**config.mk**
```make
export PLATFORM = sky130hd
export DESIGN_NAME = nrn_layer_sched
export DESIGN_NICKNAME = d
export VERILOG_FILES = /design/src/rtl/nrn_pkg.sv /design/src/rtl/nrn_mem_bank.sv /design/src/rtl/nrn_layer_sched.sv
export SDC_FILE = /design/constraint.sdc
export NUM_CORES = 1
export LEC_CHECK = 0
export ABC_AREA = 1
export BUFFER_PORTS_ARGS = -buffer_cell sky130_fd_sc_hd__buf_2
export CAP_MARGIN = 40
export CELL_PAD_IN_SITES_DETAIL_PLACEMENT = 1
export CELL_PAD_IN_SITES_GLOBAL_PLACEMENT = 2
export CORE_MARGIN = 2
export CORE_UTILIZATION = 35
export CTS_BUF_LIST = sky130_fd_sc_hd__clkbuf_4 sky130_fd_sc_hd__clkbuf_8 sky130_fd_sc_hd__clkbuf_16
export DETAILED_ROUTE_END_ITERATION = 12
export GPL_TIMING_DRIVEN = 0
export PLACE_DENSITY_LB_ADDON = 0.1
export SLEW_MARGIN = 20
export SYNTH_ARGS = -nofsm -noshare
export SYNTH_HDL_FRONTEND = slang
export SYNTH_HIERARCHICAL = 1
export SYNTH_SLANG_ARGS = --single-unit
```
**constraint.sdc**
```tcl
create_clock -name clock -period 5 [get_ports clock]
set_input_delay 0.75 -clock clock [delete_from_list [all_inputs] [get_ports clock]]
set_output_delay 0.75 -clock clock [all_outputs]
set_load 0.01 [all_outputs]
```
**src/rtl/nrn_pkg.sv**
```systemverilog
`default_nettype none
// ============================================================================
// Module      : nrn_pkg
// Description : Shared datapath types for the LIF neuron layer.
//               Words are sign-magnitude: bit N-1 is the sign and bits
//               N-2:0 hold a Q32 magnitude. The package also holds the
//               scheduler state encoding and the negative-zero fix used
//               whenever a membrane is written back.
// Revision    : 1.0 - initial release
// ============================================================================
package nrn_pkg;

    localparam int N = 35;
    localparam int Q = 32;

    typedef logic [N-1:0] fxp_t;

    typedef enum logic [2:0] {
        S_IDLE  = 3'd0,
        S_CLR   = 3'd1,
        S_FETCH = 3'd2,
        S_ISSUE = 3'd3,
        S_WAIT  = 3'd4,
        S_WRITE = 3'd5,
        S_DONE  = 3'd6
    } sched_state_e;

    // Sign-magnitude has two encodings of zero; only the positive one is
    // ever stored so that later equality compares stay simple.
    function automatic fxp_t fxp_norm(input fxp_t x);
        fxp_t r;
        r = x;
        if (x[N-2:0] == '0) begin
            r[N-1] = 1'b0;
        end
        return r;
    endfunction

endpackage
`default_nettype wire

```
**src/rtl/nrn_mem_bank.sv**
```systemverilog
`default_nettype none
// ============================================================================
// Module      : nrn_mem_bank
// Description : Flop-based 1R1W membrane store. Asynchronous read,
//               synchronous write. i_clr writes zero to entry i_waddr so a
//               caller can sweep the bank one entry per cycle; rst zeroes
//               every entry at once.
// Ports       : clk, rst       - clock, synchronous active-high reset
//               i_we, i_clr    - write enable / zero-write enable
//               i_waddr        - write address
//               i_wdata        - write data
//               i_raddr        - read address
//               o_rdata        - read data (combinational)
// Revision    : 1.0 - initial release
// ============================================================================
module nrn_mem_bank #(
    parameter int DEPTH = 16,
    parameter int W     = 35,
    parameter int AW    = $clog2(DEPTH)
) (
    input  logic          clk,
    input  logic          rst,
    input  logic          i_we,
    input  logic          i_clr,
    input  logic [AW-1:0] i_waddr,
    input  logic [W-1:0]  i_wdata,
    input  logic [AW-1:0] i_raddr,
    output logic [W-1:0]  o_rdata
);

    logic [W-1:0] r_mem [DEPTH];

    always_ff @(posedge clk) begin
        if (rst) begin
            for (int i = 0; i < DEPTH; i++) begin
                r_mem[i] <= '0;
            end
        end else if (i_clr) begin
            r_mem[i_waddr] <= '0;
        end else if (i_we) begin
            r_mem[i_waddr] <= i_wdata;
        end
    end

    assign o_rdata = r_mem[i_raddr];

endmodule
`default_nettype wire

```
**src/rtl/nrn_layer_sched.sv**
```systemverilog
`default_nettype none
// ============================================================================
// Module      : nrn_layer_sched
// Description : Time-multiplexes one LIF neuron core across NUM_NRN logical
//               neurons. Each timestep walks the neurons in index order:
//               fetch current, present membrane+current to the core with a
//               level flag, write back the returned membrane and collect
//               the spike bit.
// Ports       : clock, reset        - clock, synchronous active-high reset
//               start, clear        - timestep start / membrane clear (IDLE)
//               busy, done          - status, one-cycle end-of-step pulse
//               err_timeout         - sticky core timeout flag
//               cur_addr, cur_data  - current buffer (1-cycle read latency)
//               nrn_flag, nrn_vmem, nrn_in      - core request side
//               nrn_mem_out, nrn_out, nrn_flag_out - core response side
//               spikes, spike_cnt   - result of last completed timestep
// Revision    : 1.0 - initial release
// ============================================================================
module nrn_layer_sched #(
    parameter int N       = nrn_pkg::N,
    parameter int NUM_NRN = 16,
    parameter int TIMEOUT = 15,
    parameter int AW      = $clog2(NUM_NRN)
) (
    input  logic               clock,
    input  logic               reset,
    input  logic               start,
    input  logic               clear,
    output logic               busy,
    output logic               done,
    output logic               err_timeout,
    output logic [AW-1:0]      cur_addr,
    input  logic [N-1:0]       cur_data,
    output logic               nrn_flag,
    output logic [N-1:0]       nrn_vmem,
    output logic [N-1:0]       nrn_in,
    input  logic [N-1:0]       nrn_mem_out,
    input  logic [N-1:0]       nrn_out,
    input  logic               nrn_flag_out,
    output logic [NUM_NRN-1:0] spikes,
    output logic [AW:0]        spike_cnt
);

    import nrn_pkg::*;

    localparam int          c_TW   = $clog2(TIMEOUT + 1);
    localparam int          c_CW   = AW + 1;
    localparam logic [AW-1:0]   c_LAST = AW'(NUM_NRN - 1);
    localparam logic [c_TW-1:0] c_TO   = c_TW'(TIMEOUT);

    sched_state_e        r_state;
    sched_state_e        w_next;
    logic [AW-1:0]       r_idx;
    logic [c_TW-1:0]     r_wcnt;
    logic                r_to;
    logic                r_err;
    logic [N-1:0]        r_vmem;
    logic [N-1:0]        r_in;
    logic [NUM_NRN-1:0]  r_work;
    logic [NUM_NRN-1:0]  r_spikes;
    logic [c_CW-1:0]     r_cnt;
    logic [c_CW-1:0]     w_pop;
    logic [N-1:0]        w_mem_rd;
    logic [N-1:0]        w_mem_wdata;
    logic                w_mem_we;
    logic                w_mem_clr;
    logic                w_unused_nrn_out;

    // Only the spike bit of the core output is meaningful here.
    assign w_unused_nrn_out = &{1'b0, nrn_out[N-1:1]};

    nrn_mem_bank #(
        .DEPTH (NUM_NRN),
        .W     (N),
        .AW    (AW)
    ) u_mem (
        .clk     (clock),
        .rst     (reset),
        .i_we    (w_mem_we),
        .i_clr   (w_mem_clr),
        .i_waddr (r_idx),
        .i_wdata (w_mem_wdata),
        .i_raddr (r_idx),
        .o_rdata (w_mem_rd)
    );

    // ------------------------------------------------------------------
    // Next-state and state-decoded outputs
    // ------------------------------------------------------------------
    always_comb begin
        w_next      = r_state;
        busy        = (r_state != S_IDLE);
        done        = 1'b0;
        nrn_flag    = 1'b0;
        w_mem_clr   = 1'b0;
        w_mem_we    = 1'b0;
        w_mem_wdata = fxp_norm(nrn_mem_out);
        case (r_state)
            S_IDLE: begin
                if (clear) begin
                    w_next = S_CLR;
                end else if (start) begin
                    w_next = S_FETCH;
                end
            end
            S_CLR: begin
                w_mem_clr = 1'b1;
                if (r_idx == c_LAST) begin
                    w_next = S_IDLE;
                end
            end
            S_FETCH: w_next = S_ISSUE;
            S_ISSUE: w_next = S_WAIT;
            S_WAIT: begin
                nrn_flag = 1'b1;
                if (nrn_flag_out || (r_wcnt == c_TO)) begin
                    w_next = S_WRITE;
                end
            end
            S_WRITE: begin
                // A timed-out neuron keeps its previous membrane.
                w_mem_we = ~r_to;
                w_next   = (r_idx == c_LAST) ? S_DONE : S_FETCH;
            end
            S_DONE: begin
                done   = 1'b1;
                w_next = S_IDLE;
            end
            default: w_next = S_IDLE;
        endcase
    end

    always_comb begin
        w_pop = '0;
        for (int i = 0; i < NUM_NRN; i++) begin
            w_pop = w_pop + c_CW'(r_work[i]);
        end
    end

    // ------------------------------------------------------------------
    // State register and datapath
    // ------------------------------------------------------------------
    always_ff @(posedge clock) begin
        if (reset) begin
            r_state  <= S_IDLE;
            r_idx    <= '0;
            r_wcnt   <= '0;
            r_to     <= 1'b0;
            r_err    <= 1'b0;
            r_vmem   <= '0;
            r_in     <= '0;
            r_work   <= '0;
            r_spikes <= '0;
            r_cnt    <= '0;
        end else begin
            r_state <= w_next;
            case (r_state)
                S_IDLE: begin
                    r_idx <= '0;
                    if (start && !clear) begin
                        r_work <= '0;
                    end
                end
                S_CLR: begin
                    r_err <= 1'b0;
                    r_idx <= (r_idx == c_LAST) ? '0 : r_idx + AW'(1);
                end
                S_FETCH: begin
                    r_wcnt <= '0;
                    r_to   <= 1'b0;
                end
                S_ISSUE: begin
                    r_in   <= cur_data;
                    r_vmem <= w_mem_rd;
                end
                S_WAIT: begin
                    if (!nrn_flag_out) begin
                        r_wcnt <= r_wcnt + c_TW'(1);
                        if (r_wcnt == c_TO) begin
                            r_to  <= 1'b1;
                            r_err <= 1'b1;
                        end
                    end
                end
                S_WRITE: begin
                    r_work[r_idx] <= r_to ? 1'b0 : nrn_out[0];
                    r_idx         <= (r_idx == c_LAST) ? '0 : r_idx + AW'(1);
                end
                S_DONE: begin
                    r_spikes <= r_work;
                    r_cnt    <= w_pop;
                end
                default: ;
            endcase
        end
    end

    assign cur_addr    = r_idx;
    assign nrn_vmem    = r_vmem;
    assign nrn_in      = r_in;
    assign err_timeout = r_err;
    assign spikes      = r_spikes;
    assign spike_cnt   = r_cnt;

endmodule
`default_nettype wire
```
## Word level (Yosys, flattened, before mapping)

Memory sizes are Yosys's and may differ from the RTL's. A register that Yosys moved wholly into a read port is not among the register bits.
Cells that the tools add are included.

| operators by class | value |
|---|---|
| add/sub/neg operators | 17 |
| multiply operators | 0 |
| div/mod/pow operators | 0 |
| order comparisons | 2 |
| equality and inequality tests | 14 |
| shift operators | 0 |
| mux-type cells | 38 |
| bitwise gates (word level) | 2 |
| reduce and logical (&&, ||, !) cells | 18 |

Operators with widths:

| kind | count |
|---|---|
| 35-bit two-way mux | 2 |
| 5-bit by 1-bit adder with 5-bit output | 11 |
| 35-bit OR reduction | 1 |
| 34-bit logical NOT | 1 |
| 16-bit one-hot mux with 2 select lines | 1 |
| 1-bit two-way mux | 19 |
| 3-bit one-hot mux with 6 select lines | 1 |
| 16-bit bitwise mux | 1 |
| 16-bit two-way mux | 1 |
| 4-bit one-hot mux with 2 select lines | 2 |
| 3-bit two-way mux | 5 |
| 4-bit two-way mux | 3 |
| 2-bit inequality test, second input constant | 5 |
| 3-bit equality test, second input constant | 3 |
| 3-bit AND reduction | 3 |
| 4-bit by 1-bit adder with 4-bit output, second input constant | 2 |
| 4-bit equality test, second input constant | 2 |
| 2-bit nonzero test | 4 |
| 3-bit by 2-bit equality test with 1-bit output, second input constant | 2 |
| 4-bit by 1-bit adder with 5-bit output | 1 |
| 4-bit by 5-bit < comparator with 1-bit output, second input constant | 1 |
| 3-bit by 1-bit adder with 4-bit output | 1 |
| 1-bit demux with 4-bit select | 1 |
| 4-bit by 1-bit >= comparator with 1-bit output, second input constant | 1 |
| 14 further kinds | 17 |

| word-level totals | value |
|---|---|
| bits in registers | 85 |
| latch bits | 0 |
| memory bits (writable) | 560 |
| bits in read-only memories | 0 |
| bits of input ports | 110 |
| memories kept | 1 |

Memories:

| name | depth | width | read ports | clocked after Yosys merged registers in | write ports | RTL line | text |
|---|---|---|---|---|---|---|---|
| u_mem.r_mem | 16 | 35 | 1 | 1 | 16 | nrn_mem_bank.sv:31 | `logic [W-1:0] r_mem [DEPTH];` |

## Depth between registers and ports, before layout

| logic depth | value |
|---|---|
| depth after elaboration | 15 |
| depth in mapped cells | 14 |

## Modules after synthesis

The synthesis kept the hierarchy.

Modules (own cells, without submodules):

| module | instances | cells an instance | area each (sq um) | sequential area each (sq um) |
|---|---|---|---|---|
| nrn_mem_bank | 1 | 2,984 | 27,216.1 | 16,816.1 |
| nrn_layer_sched | 1 | 702 | 5,216.3 | 2,402.3 |

## Worst setup path before layout

Ideal clock, no wire load.

| path | value |
|---|---|
| path type | reg2reg |
| start point | register r_work[0] |
| end point | register r_cnt[4] (netlist: spike_cnt[4]) |
| setup time | 0.122 ns |
| data arrival time | 3.349 ns |
| data required time | 4.878 ns |
| slack | 1.529 ns |
| stages on the path, launching flop included | 15 |
| path buffers | 0 |
| cell sequence | dfxtp_1 > inv_1 > fa_1 > inv_1 > fa_1 > fa_1 > inv_1 > fa_1 > inv_1 > ha_1 > fa_1 > nand2_1 > inv_1 > o211ai_1 > a21oi_1 |

| on the way | value |
|---|---|
| cells in the longest elaborated chain, start to end | 15 |

RTL lines:

| item | RTL line | text |
|---|---|---|
| from (decl) | nrn_layer_sched.sv:59 | `logic [NUM_NRN-1:0] r_work;` |
| from (signal, indexed assignment) | nrn_layer_sched.sv:186 | `r_work[r_idx] <= r_to ? 1'b0 : nrn_out[0];` |
| 1-bit by 1-bit adder with 2-bit output | nrn_layer_sched.sv:136 | `w_pop = w_pop + c_CW'(r_work[i]);` |
| 2-bit by 1-bit adder with 3-bit output | nrn_layer_sched.sv:136 |  |
| 3-bit by 1-bit adder with 4-bit output | nrn_layer_sched.sv:136 |  |
| 4-bit by 1-bit adder with 5-bit output | nrn_layer_sched.sv:136 |  |
| 5-bit by 1-bit adder with 5-bit output (11 in series) | nrn_layer_sched.sv:136 |  |
| to (signal assigned) | nrn_layer_sched.sv:191 | `r_cnt <= w_pop;` |
| to (decl) | nrn_layer_sched.sv:61 | `logic [c_CW-1:0] r_cnt;` |

No other way between the ends.
A chain may end at the register's enable or synchronous reset.

## Final worst setup path

Ends and elaborated chain as after synthesis.

==> metrics <==
outcome=finished clean; Area Growth Syn to Fin=17.9%; fraction of the cycle the final worst path needs=76.3%; placed instance count=5138; count of flip-flops with a built-in enable after synthesis=560; Mapped Cells=3686; via-per-instance ratio=4.98; arrival time at the worst endpoint=4330 ps; final wirelength=129000 um; detailed-routing iteration count for the pre-antenna-repair pass=5; max-cap violations=0; launch point of the critical path=r_work[0]; wire length of the first global-routing pass=184000 um; cells resized by post-CTS repair=0; reg2reg start=r_work[0]; setup slack of the worst register-to-register path=1190 ps; simple-gate share of the synthesized area=27.8%; maximum root-to-sink buffer count=3; clock tree from TritonCTS=yes; number of warning messages in the yosys log=6; final setup violation count=0; Setup Skew=20.2 ps; post-CTS setup buffer count=0; combinational family with the most area after synthesis=simple AND/OR/NAND/NOR gates; fin. max-slew vios=0; worst hold slack across all endpoints=334 ps; total clock buffers created by CTS=between 80 and 90; setup repair after global routing missed its margin=false; Critical Path Sink Type=flop; cell area reported after detailed placement=about 35000 sq um; Clk Latency, worst-skew pair=640 ps; number of buffers and inverters on the critical path=5; pin count of the biggest net entering global routing=36; slowest stage cell, crit path=sky130_fd_sc_hd__fa_1; critical path startpoint category=flop; XOR/XNOR Fraction of Synth Area=0.0540%; hold_sp=cur_data[14]; count of unresolved DRC violations after routing=0; die height=approximately 310 um; area enclosed by the die boundary=95100 sq um; Cell variety after synth=33; Final Instance Area=38200 sq um; setup_tns=0 ps; most common library cell in the layout ignoring fill and taps=sky130_fd_sc_hd__nand2_1; adder and majority cell fraction of the synthesized area=under 10%; vias in the first global route=26500; area share of the largest cell type after synthesis=slightly above 50%; cell leakage power=16.0 nW; sequential element share of the synthesized area=59.3%; worst hold-check path type=input port to flop; commonest non-fill, non-tap cells in the layout=sky130_fd_sc_hd__nand2_1 (830), sky130_fd_sc_hd__nor2_1 (726), sky130_fd_sc_hd__edfxtp_1 (560), sky130_fd_sc_hd__inv_1 (467), sky130_fd_sc_hd__nand3_1 (447); post-detailed-route count of antenna-violating nets=0; maximum achievable frequency=0.262 GHz; Clock Root Buffer=sky130_fd_sc_hd__clkbuf_16; total standard cell area after synthesis=32400 sq um; CTS H-tree lvls=3; core area=roughly 92000 sq um; async set-or-reset flop fraction in the synthesized netlist=0%; number of rows in the core area=111; HPWL after DPL=roughly 89000 um; total number of clock tree sinks=680; top cells by area, synth=sky130_fd_sc_hd__edfxtp_1 (52%), sky130_fd_sc_hd__nand2_1 (9.8%), sky130_fd_sc_hd__nor2_1 (8.4%); Port Buf Inserts=174; final estimated routing congestion in global placement=0.832; Remaining Overflow, GRT=0; post-synthesis register bit count=680; detailed-route via count=26400; kind of cell with the highest combined delay on the critical path=adder cells; synthesized-area fraction occupied by ao, oa, aoi and oai cells=approximately 2.1%; post-synthesis net count=between 3000 and 4000; Least-Margin Pin Slew=925 ps; Synth Flop Type=sky130_fd_sc_hd__edfxtp_1; utilization after layout=around two fifths; detail-routed net length per standard cell=24.4 um; slowest stage delay, CP=550 ps; Setup Crit Path Kind=flop to flop; violation count after the first detailed-routing iteration=2093; total of hold buffers inserted after clock tree synthesis=0; pwr/cell area=390 nW/um^2; non-filler cells, final=5292; GR Util All Layers=between 20 and 30%; CP Data Required Time=5520 ps; share of cells above drive strength 1=15.5%; clock slew at the register clock pins of the worst setup and hold paths=60 ps; peak supply drop=about 230 uV; starting density of the core=a little over a third; maximum fanout along the worst path=2; relative slew slack=38.3%; number of placed I/O pins=209; number of antenna violations at the first check in global routing=7; Post-Synthesis Mean Instance Area=8.80 sq um; Final Hold Vio Count=0; time the worst path needs with I/O delays and setup=3810 ps; DIE WIDTH=308 um; net count reported at finish=4109; cell-by-cell trace of the critical path=inv_1, fa_1, inv_1, fa_1, fa_1, inv_1, fa_1, inv_1, ha_1, fa_1, nand2_1, inv_1, o211ai_1, a21oi_1; mux contribution to synthesized area=0%; library cell occupying the most area in the post-synthesis netlist=sky130_fd_sc_hd__edfxtp_1
-- worst register-to-register path: stages (launching register included) --
cell	delay (ps)
sky130_fd_sc_hd__dfxtp_1	340
sky130_fd_sc_hd__inv_1	90
sky130_fd_sc_hd__fa_1	530
sky130_fd_sc_hd__inv_1	90
sky130_fd_sc_hd__fa_1	500
sky130_fd_sc_hd__fa_1	550
sky130_fd_sc_hd__inv_1	60
sky130_fd_sc_hd__fa_1	480
sky130_fd_sc_hd__inv_1	60
sky130_fd_sc_hd__ha_1	210
sky130_fd_sc_hd__fa_1	420
sky130_fd_sc_hd__nand2_1	90
sky130_fd_sc_hd__inv_1	40
sky130_fd_sc_hd__o211ai_1	180
sky130_fd_sc_hd__a21oi_1	90
-- stage by stage --
stage | total power, mW | setup WS [ps]
global route | 15.5 | 1000
finish | 14.9 | 1190
global placement | 8.88 | 491
detailed placement | 8.95 | 1180
floorplan | 7.84 | 1530
CTS | 15.1 | 1180
-- power by group --
part	switching, mW	internal, mW
logic	1.76	0.635
clock network	2.43	3.65
registers	0.0876	6.35
total	4.28	10.6
-- logic make-up (layout without fill, tap and decap cells) --
| group | count (synthesis) | count (layout) |
|---|---|---|
| AO/OA/AOI/OAI | 134 | 134 |
| flip-flops | 680 | 680 |
| XOR/XNOR | 2 | 2 |
| AND/OR/NAND/NOR | 2134 | 2134 |
| buffers and inverters | 716 | 1076 |
| adder cells (fa/ha/maj) | 20 | 20 |
| other | 0 | 3 |
-- synth_stat cells (2+ instances only) --
cell	number
sky130_fd_sc_hd__nand4_1	6
sky130_fd_sc_hd__buf_4	5
sky130_fd_sc_hd__clkbuf_1	69
sky130_fd_sc_hd__inv_1	467
sky130_fd_sc_hd__nand2_1	846
sky130_fd_sc_hd__edfxtp_1	560
sky130_fd_sc_hd__nor3_4	5
sky130_fd_sc_hd__nand2_4	21
sky130_fd_sc_hd__clkbuf_2	6
sky130_fd_sc_hd__o211ai_1	2
sky130_fd_sc_hd__dfxtp_1	120
sky130_fd_sc_hd__o21ai_1	4
sky130_fd_sc_hd__nor2_1	726
sky130_fd_sc_hd__nand3_1	447
sky130_fd_sc_hd__nand2_2	27
sky130_fd_sc_hd__buf_6	44
sky130_fd_sc_hd__ha_1	10
sky130_fd_sc_hd__nand3b_1	10
sky130_fd_sc_hd__a21oi_1	37
sky130_fd_sc_hd__buf_2	94
sky130_fd_sc_hd__buf_1	22
sky130_fd_sc_hd__fa_1	10
sky130_fd_sc_hd__inv_2	7
sky130_fd_sc_hd__clkinv_1	2
sky130_fd_sc_hd__o21ai_0	89
sky130_fd_sc_hd__nor2_2	43
-- per-layer routing --
metal	track usage (%)	part of all wire, %	vias to the layer above
li1	-	-	12300
met1	36.8	44	13100
met2	45.5	47	820
met3	3.41	6.2	199
met4	8.47	2.9	8
met5	0	0.059	-
-- path summary, 6_finish.rpt --
path	endpoint	cells after the start
worst min-delay path	nrn_in[14]	3
worst max-delay path	spike_cnt[4]	14
worst max register to register	spike_cnt[4]	14
worst min register to register	r_work[13]	2
-- flip-flops by register name, indices dropped and copies added, names as in the netlist --
name,flops
nrn_in,35
r_work,16
u_mem/r_mem,560
cur_addr,4
r_to,1
r_state,3
spike_cnt,5
err_timeout,1
nrn_vmem,35
r_wcnt,4
spikes,16
-- area by class of cell --
type / instances / area (sq um)
Clock buffer: 122 / 2520
Buffer: 240 / 1380
Inverter: 476 / 1790
Timing Repair Buffer: 209 / 1390
Clock inverter: 29 / 219
Sequential cell: 680 / 19200
Antenna cell: 3 / 7.51
Multi-Input combinational cell: 2290 / 10200
Tap cell: 1243 / 1560
Fill cell: 10700 / 53600
Power figures use the tool's default switching activity.
